## config.mk

```make
export PLATFORM = sky130hd
export DESIGN_NAME = obi_rr_arbiter
export DESIGN_NICKNAME = d
export VERILOG_FILES = /design/src/rtl/obi_rr_arbiter.sv
export SDC_FILE = /design/constraint.sdc
export NUM_CORES = 1
export LEC_CHECK = 0
export ABC_AREA = 1
export ABC_CLOCK_PERIOD_IN_PS = 3900
export CORE_AREA = 4 4 165 167
export CTS_CLUSTER_DIAMETER = 60
export DETAILED_ROUTE_END_ITERATION = 7
export DIE_AREA = 0 0 169 171
export DONT_BUFFER_PORTS = 1
export PLACE_DENSITY_LB_ADDON = 0.05
export SKIP_CTS_REPAIR_TIMING = 1
export SLEW_MARGIN = 30
export SYNTH_ARGS = -nofsm -noshare
export SYNTH_HDL_FRONTEND = slang
export SYNTH_SLANG_ARGS = --single-unit
export TNS_END_PERCENT = 10
```

## constraint.sdc

```tcl
create_clock -name clk_i -period 3.9 [get_ports clk_i]
set_input_delay 0.585 -clock clk_i [delete_from_list [all_inputs] [get_ports clk_i]]
set_output_delay 0.585 -clock clk_i [all_outputs]
set_load 0.05 [all_outputs]
```

## src/rtl/obi_rr_arbiter.sv

```systemverilog
// obi_rr_arbiter: shares one OBI subordinate port among NumMgr managers with round-robin arbitration
// Ports:
//   clk_i, rst_ni            clock, asynchronous active-low reset
//   mgr_req_i/mgr_gnt_o      per-manager request / zero-latency grant
//   mgr_addr_i/we/be/wdata   packed per-manager address-phase payload, manager k at slice k
//   mgr_rvalid_o             one-hot response valid routed to the owner of the oldest transaction
//   mgr_rdata_o/mgr_err_o    response data / error broadcast to all managers
//   sbr_*                    single OBI subordinate port
//   stall_cnt_o, full_cnt_o  saturating statistics, present only with OBI_RR_ARBITER_STATS_EN defined
module obi_rr_arbiter #(
    parameter int NumMgr    = 4,
    parameter int AddrWidth = 32,
    parameter int DataWidth = 32,
    parameter int MaxTrans  = 2
) (
    input  logic                          clk_i,
    input  logic                          rst_ni,
    input  logic [NumMgr-1:0]             mgr_req_i,
    output logic [NumMgr-1:0]             mgr_gnt_o,
    input  logic [NumMgr*AddrWidth-1:0]   mgr_addr_i,
    input  logic [NumMgr-1:0]             mgr_we_i,
    input  logic [NumMgr*DataWidth/8-1:0] mgr_be_i,
    input  logic [NumMgr*DataWidth-1:0]   mgr_wdata_i,
    output logic [NumMgr-1:0]             mgr_rvalid_o,
    output logic [DataWidth-1:0]          mgr_rdata_o,
    output logic                          mgr_err_o,
    output logic                          sbr_req_o,
    input  logic                          sbr_gnt_i,
    output logic [AddrWidth-1:0]          sbr_addr_o,
    output logic                          sbr_we_o,
    output logic [DataWidth/8-1:0]        sbr_be_o,
    output logic [DataWidth-1:0]          sbr_wdata_o,
    input  logic                          sbr_rvalid_i,
    input  logic [DataWidth-1:0]          sbr_rdata_i,
    input  logic                          sbr_err_i
`ifdef OBI_RR_ARBITER_STATS_EN
    ,
    output logic [31:0]                   stall_cnt_o,
    output logic [31:0]                   full_cnt_o
`endif
);
    localparam int BeWidth = DataWidth / 8;
    localparam int IdxW    = $clog2(NumMgr);
    localparam int PtrW    = MaxTrans > 1 ? $clog2(MaxTrans) : 1;
    localparam int CntW    = $clog2(MaxTrans + 1);

    if (NumMgr < 2) begin : g_bad_num_mgr
        $error("obi_rr_arbiter: NumMgr must be at least 2");
    end

    logic [IdxW-1:0] rr_ptr, lock_idx, cand, sel;
    logic            lock;
    logic [IdxW-1:0] fifo [MaxTrans];
    logic [PtrW-1:0] wr_ptr, rd_ptr;
    logic [CntW-1:0] cnt;
    logic            full, any_req, hs, pop;

    assign full    = cnt == CntW'(MaxTrans);
    assign any_req = |mgr_req_i;

    // Scan downwards so the requester closest to rr_ptr (wrapping) wins.
    always_comb begin
        cand = rr_ptr;
        for (int i = NumMgr - 1; i >= 0; i--) begin
            logic [IdxW-1:0] j;
            j = IdxW'((int'(rr_ptr) + i) % NumMgr);
            if (mgr_req_i[j]) cand = j;
        end
    end

    // A stalled address phase keeps its manager; dropping that request releases it.
    assign sel          = (lock && mgr_req_i[lock_idx]) ? lock_idx : cand;
    assign sbr_req_o    = rst_ni && any_req && !full;
    assign hs           = sbr_req_o && sbr_gnt_i;
    assign pop          = sbr_rvalid_i && cnt != '0;
    assign mgr_gnt_o    = hs ? NumMgr'(1) << sel : '0;
    assign mgr_rvalid_o = pop ? NumMgr'(1) << fifo[rd_ptr] : '0;
    assign mgr_rdata_o  = sbr_rdata_i;
    assign mgr_err_o    = sbr_err_i;
    assign sbr_addr_o   = mgr_addr_i[sel*AddrWidth +: AddrWidth];
    assign sbr_we_o     = mgr_we_i[sel];
    assign sbr_be_o     = mgr_be_i[sel*BeWidth +: BeWidth];
    assign sbr_wdata_o  = mgr_wdata_i[sel*DataWidth +: DataWidth];

    always_ff @(posedge clk_i or negedge rst_ni) begin
        if (!rst_ni) begin
            rr_ptr   <= '0;
            lock     <= 1'b0;
            lock_idx <= '0;
            wr_ptr   <= '0;
            rd_ptr   <= '0;
            cnt      <= '0;
        end else begin
            if (hs) begin
                rr_ptr <= sel == IdxW'(NumMgr - 1) ? '0 : sel + 1'b1;
                lock   <= 1'b0;
                wr_ptr <= wr_ptr == PtrW'(MaxTrans - 1) ? '0 : wr_ptr + 1'b1;
            end else if (sbr_req_o) begin
                lock     <= 1'b1;
                lock_idx <= sel;
            end else if (lock && !mgr_req_i[lock_idx]) begin
                lock <= 1'b0;
            end
            if (pop) rd_ptr <= rd_ptr == PtrW'(MaxTrans - 1) ? '0 : rd_ptr + 1'b1;
            cnt <= cnt + CntW'(hs) - CntW'(pop);
        end
    end

    always_ff @(posedge clk_i) begin
        if (hs) fifo[wr_ptr] <= sel;
    end

`ifdef OBI_RR_ARBITER_STATS_EN
    always_ff @(posedge clk_i or negedge rst_ni) begin
        if (!rst_ni) begin
            stall_cnt_o <= '0;
            full_cnt_o  <= '0;
        end else begin
            if (sbr_req_o && !sbr_gnt_i && stall_cnt_o != '1) stall_cnt_o <= stall_cnt_o + 1'b1;
            if (any_req && full && full_cnt_o != '1) full_cnt_o <= full_cnt_o + 1'b1;
        end
    end
`endif

    stray_rvalid: assert property (@(posedge clk_i) disable iff (!rst_ni) sbr_rvalid_i |-> cnt != '0)
        else $error("obi_rr_arbiter: sbr_rvalid_i with no outstanding transaction");

    for (genvar k = 0; k < NumMgr; k++) begin : g_req_hold
        req_hold: assert property (@(posedge clk_i) disable iff (!rst_ni)
                                   mgr_req_i[k] && !mgr_gnt_o[k] |=> mgr_req_i[k])
            else $error("obi_rr_arbiter: manager %0d dropped req before gnt", k);
    end
endmodule

```

==> flow_metrics.py <==
metrics = {
    "worst_setup_path": {
        "arrival_ps": 2790,
        "cp_data_required_time_ps": 3310,
        "r2r-end": "rr_ptr[1]",
        "crit_fanout": 37,
        "timing.reg2reg.setup_slack_ps": 1390,
        "slowest_stage": "dfrtp_1",
        "worst_path_most_repeated_cell": "nand2_1",
        "rr_startpoint": "rr_ptr[0]",
        "max_stage_delay_ps": 580,
        "cp-end-kind": "output port",
        "worstSetupPathType": "flop to output port",
        "reg2regPathDepth": 15,
        "path_cells": "inv_2, nand2_1, nand3_1, nand2_1, inv_2, nand2_1, nand2_2, nand2_1, nand2_1, nand3_4, buf_4, nand3_1, nand3_1, nand2_1, buf_12",
        "start_kind": "flop",
        "crit_path_start": "rr_ptr[0]",
    },
    "timing": {
        "fin_ws_ps": 527.8,
        "finalCriticalPeriod_ps": 3372,
        "post-route-period-util_pct": 86.47,
        "relSlewSlack_pct": 40.84,
        "hold_viol_final": 0,
        "final_max_slew_viol_count": 0,
        "setup_tns_ps": 0,
        "worstMarginPinSlew_ps": 884.2,
        "rsz0062_at_grt": "no",
        "fin_skew_ps": 0.7969,
        "setup_viol": 0,
        "max_freq_ghz": 0.2965,
    },
    "yosys": {
        "yosysSeqAreaShare_pct": 7.236,
        "synthCells": 989,
        "ys_ff_latch": 13,
        "synth_cell_types": 26,
        "synth_warnings": 0,
        "synth_nets": 1309,
        "syn-cell-area_um2": 4772,
        "postSynthAreaPerCell_um2": 4.825,
    },
    "job": {
        "cap_viol_max_count": 0,
    },
    "place": {
        "dp_cells": 1321,
        "place_ws_ps": 664.4,
        "gp_congestion": 0.7767,
        "hpwl_um": 19270,
        "portBuffers": 0,
    },
    "floorplanning": {
        "initial_core_util_pct": 18.52,
        "fp-row-count": 59,
        "die_w_um": 169,
        "fp.dieH_um": 171,
        "io_pins": 428,
        "dieArea_um2": 28900,
        "core_area_um2": 25760,
    },
    "global_route": {
        "met2_usage_pct": 28.61,
        "grt_pass1_vias": 6032,
        "top_usage_layer": "met2",
        "grt_first_pass_wirelength_um": 35590,
        "gr-usage-met3_pct": 3.420,
        "overflow": 0,
        "antenna_found_initial": 0,
        "grt_max_degree": 80,
        "grt_use_total_pct": 15.48,
        "met1_usage_pct": 18.90,
    },
    "detailed_routing": {
        "vias": 5857,
        "drt_wl_total_um": 24130,
        "dr.pass1.iters": 6,
        "drtIter0Drc": 350,
        "antenna_left": 0,
        "avgViaCountPerCell": 4.420,
        "post-route-drc-count": 0,
        "wl_per_cell_um": 18.21,
    },
    "final_layout": {
        "syn_to_final_growth_pct": 34.50,
        "drive_gt1_share_pct": 12.12,
        "fin_nets": 1311,
        "stdcell_count": 1325,
        "antenna_cells": 0,
        "fillCellCount": 3055,
        "final_util_pct": 24.91,
    },
    "clocking": {
        "cts_num_sinks": 13,
        "clock_latency_ps": 240,
        "cts_tree": "done",
        "clkTransAtPathRegs_ps": 40,
        "cts_root_buf": "clkbuf_16",
        "clockBufferDepth": 2,
        "htree_num_levels": 1,
        "cts_made_buffers": 3,
    },
    "hold_path": {
        "hold_class": "primary input to asynchronous set/reset pin",
    },
    "status": {
        "outcome": "finished clean",
    },
}
## area by class of cell
cell class / count / area [µm²] / share of cell area, %
Multi-Input combinational cell: 577 / 2778 / 43.27
Timing Repair Buffer: 96 / 1672 / 26.04
Inverter: 300 / 1126 / 17.54
Tap cell: 335 / 419.2 / 6.530
Sequential cell: 13 / 345.3 / 5.380
Clock buffer: 4 / 78.83 / 1.228
## kinds of logic (layout without fill, tap and decap cells)
family / after synthesis / in the layout / share of synthesized area (%)
and+or+nand+nor: 553 / 553 / 53.36
muxes: 1 / 1 / 0.2098
adders and majority gates: 3 / 3 / 0.7867
DFF: 13 / 13 / 7.237
buffers and inverters: 399 / 400 / 35.61
AOI/OAI and AO/OA: 16 / 16 / 2.071
xor gates and xnor gates: 4 / 4 / 0.7343
## placed cells by master, fill, tap and decap left out
cell type,netlist,layout
dfrtp_1,9,9
nand2_4,0,2
ha_1,3,3
buf_12,0,76
nor2_1,11,11
o21ai_1,1,1
inv_2,7,7
clkbuf_1,16,1
o21ai_0,8,8
nand2_1,177,176
nand3_4,0,2
o21ai_2,2,1
a21oi_1,4,4
nor3_2,0,2
clkbuf_16,0,3
nand3_1,353,352
o21ai_4,0,1
inv_1,293,293
edfxtp_1,4,4
nor3_1,4,2
buf_4,37,20
nor4_1,1,1
nand2_2,5,4
xnor2_1,1,1
a21oi_4,1,1
xor2_1,3,3
or2_2,1,1
mux2i_1,1,1
## per-layer routing
layer  wire, µm  share of wire (%)
met1       9878                 41
met2      12560                 52
met3       1459                6.0
met4        232               0.96
met5          0                  0
## Yosys cell counts (all sizes together)
cell,instances,share of area [%]
a21oi,5,0.76
buf,83,11
clkbuf,16,1.3
dfrtp,9,4.7
edfxtp,4,2.5
ha,3,0.79
inv,300,24
mux2i,1,0.21
nand2,182,15
nand3,354,37
nor2,11,0.87
nor3,4,0.42
nor4,1,0.13
o21ai,11,1.3
or2,1,0.13
xnor2,1,0.18
xor2,3,0.55
## state kept, by name, summed over array words and instances, names as in the netlist
name / flops
fifo: 4
cnt: 2
lock_idx: 2
rr_ptr: 2
lock: 1
rd_ptr: 1
wr_ptr: 1
## worst max path at each step
stage,end,slack (ps),depth (start not counted)
finish,sbr_wdata_o[27],530,15
global route,sbr_wdata_o[27],200,15
CTS,sbr_wdata_o[27],410,15
detailed placement,sbr_wdata_o[27],660,15
global placement,sbr_wdata_o[27],680,15
floorplan,mgr_gnt_o[0],130,6
## critical path, delay by kind of cell (launching register included)
family                 cells  cell delay (ps)
and+or+nand+nor           11             1230
buffers and inverters      4              730
DFF                        1              580
## through the flow
stage                     hold WS [ps]  area (µm²)
after floorplan                  289.4        4777
after CTS                        37.99        6419
final                            41.53        6419
after global routing             26.11        6419
after detailed placement         290.0        6340
after global placement           290.1        6340
Power is left out: the tool's default activity adds up to more than one toggle a clock period on the data nets, which glitch-free logic cannot reach.
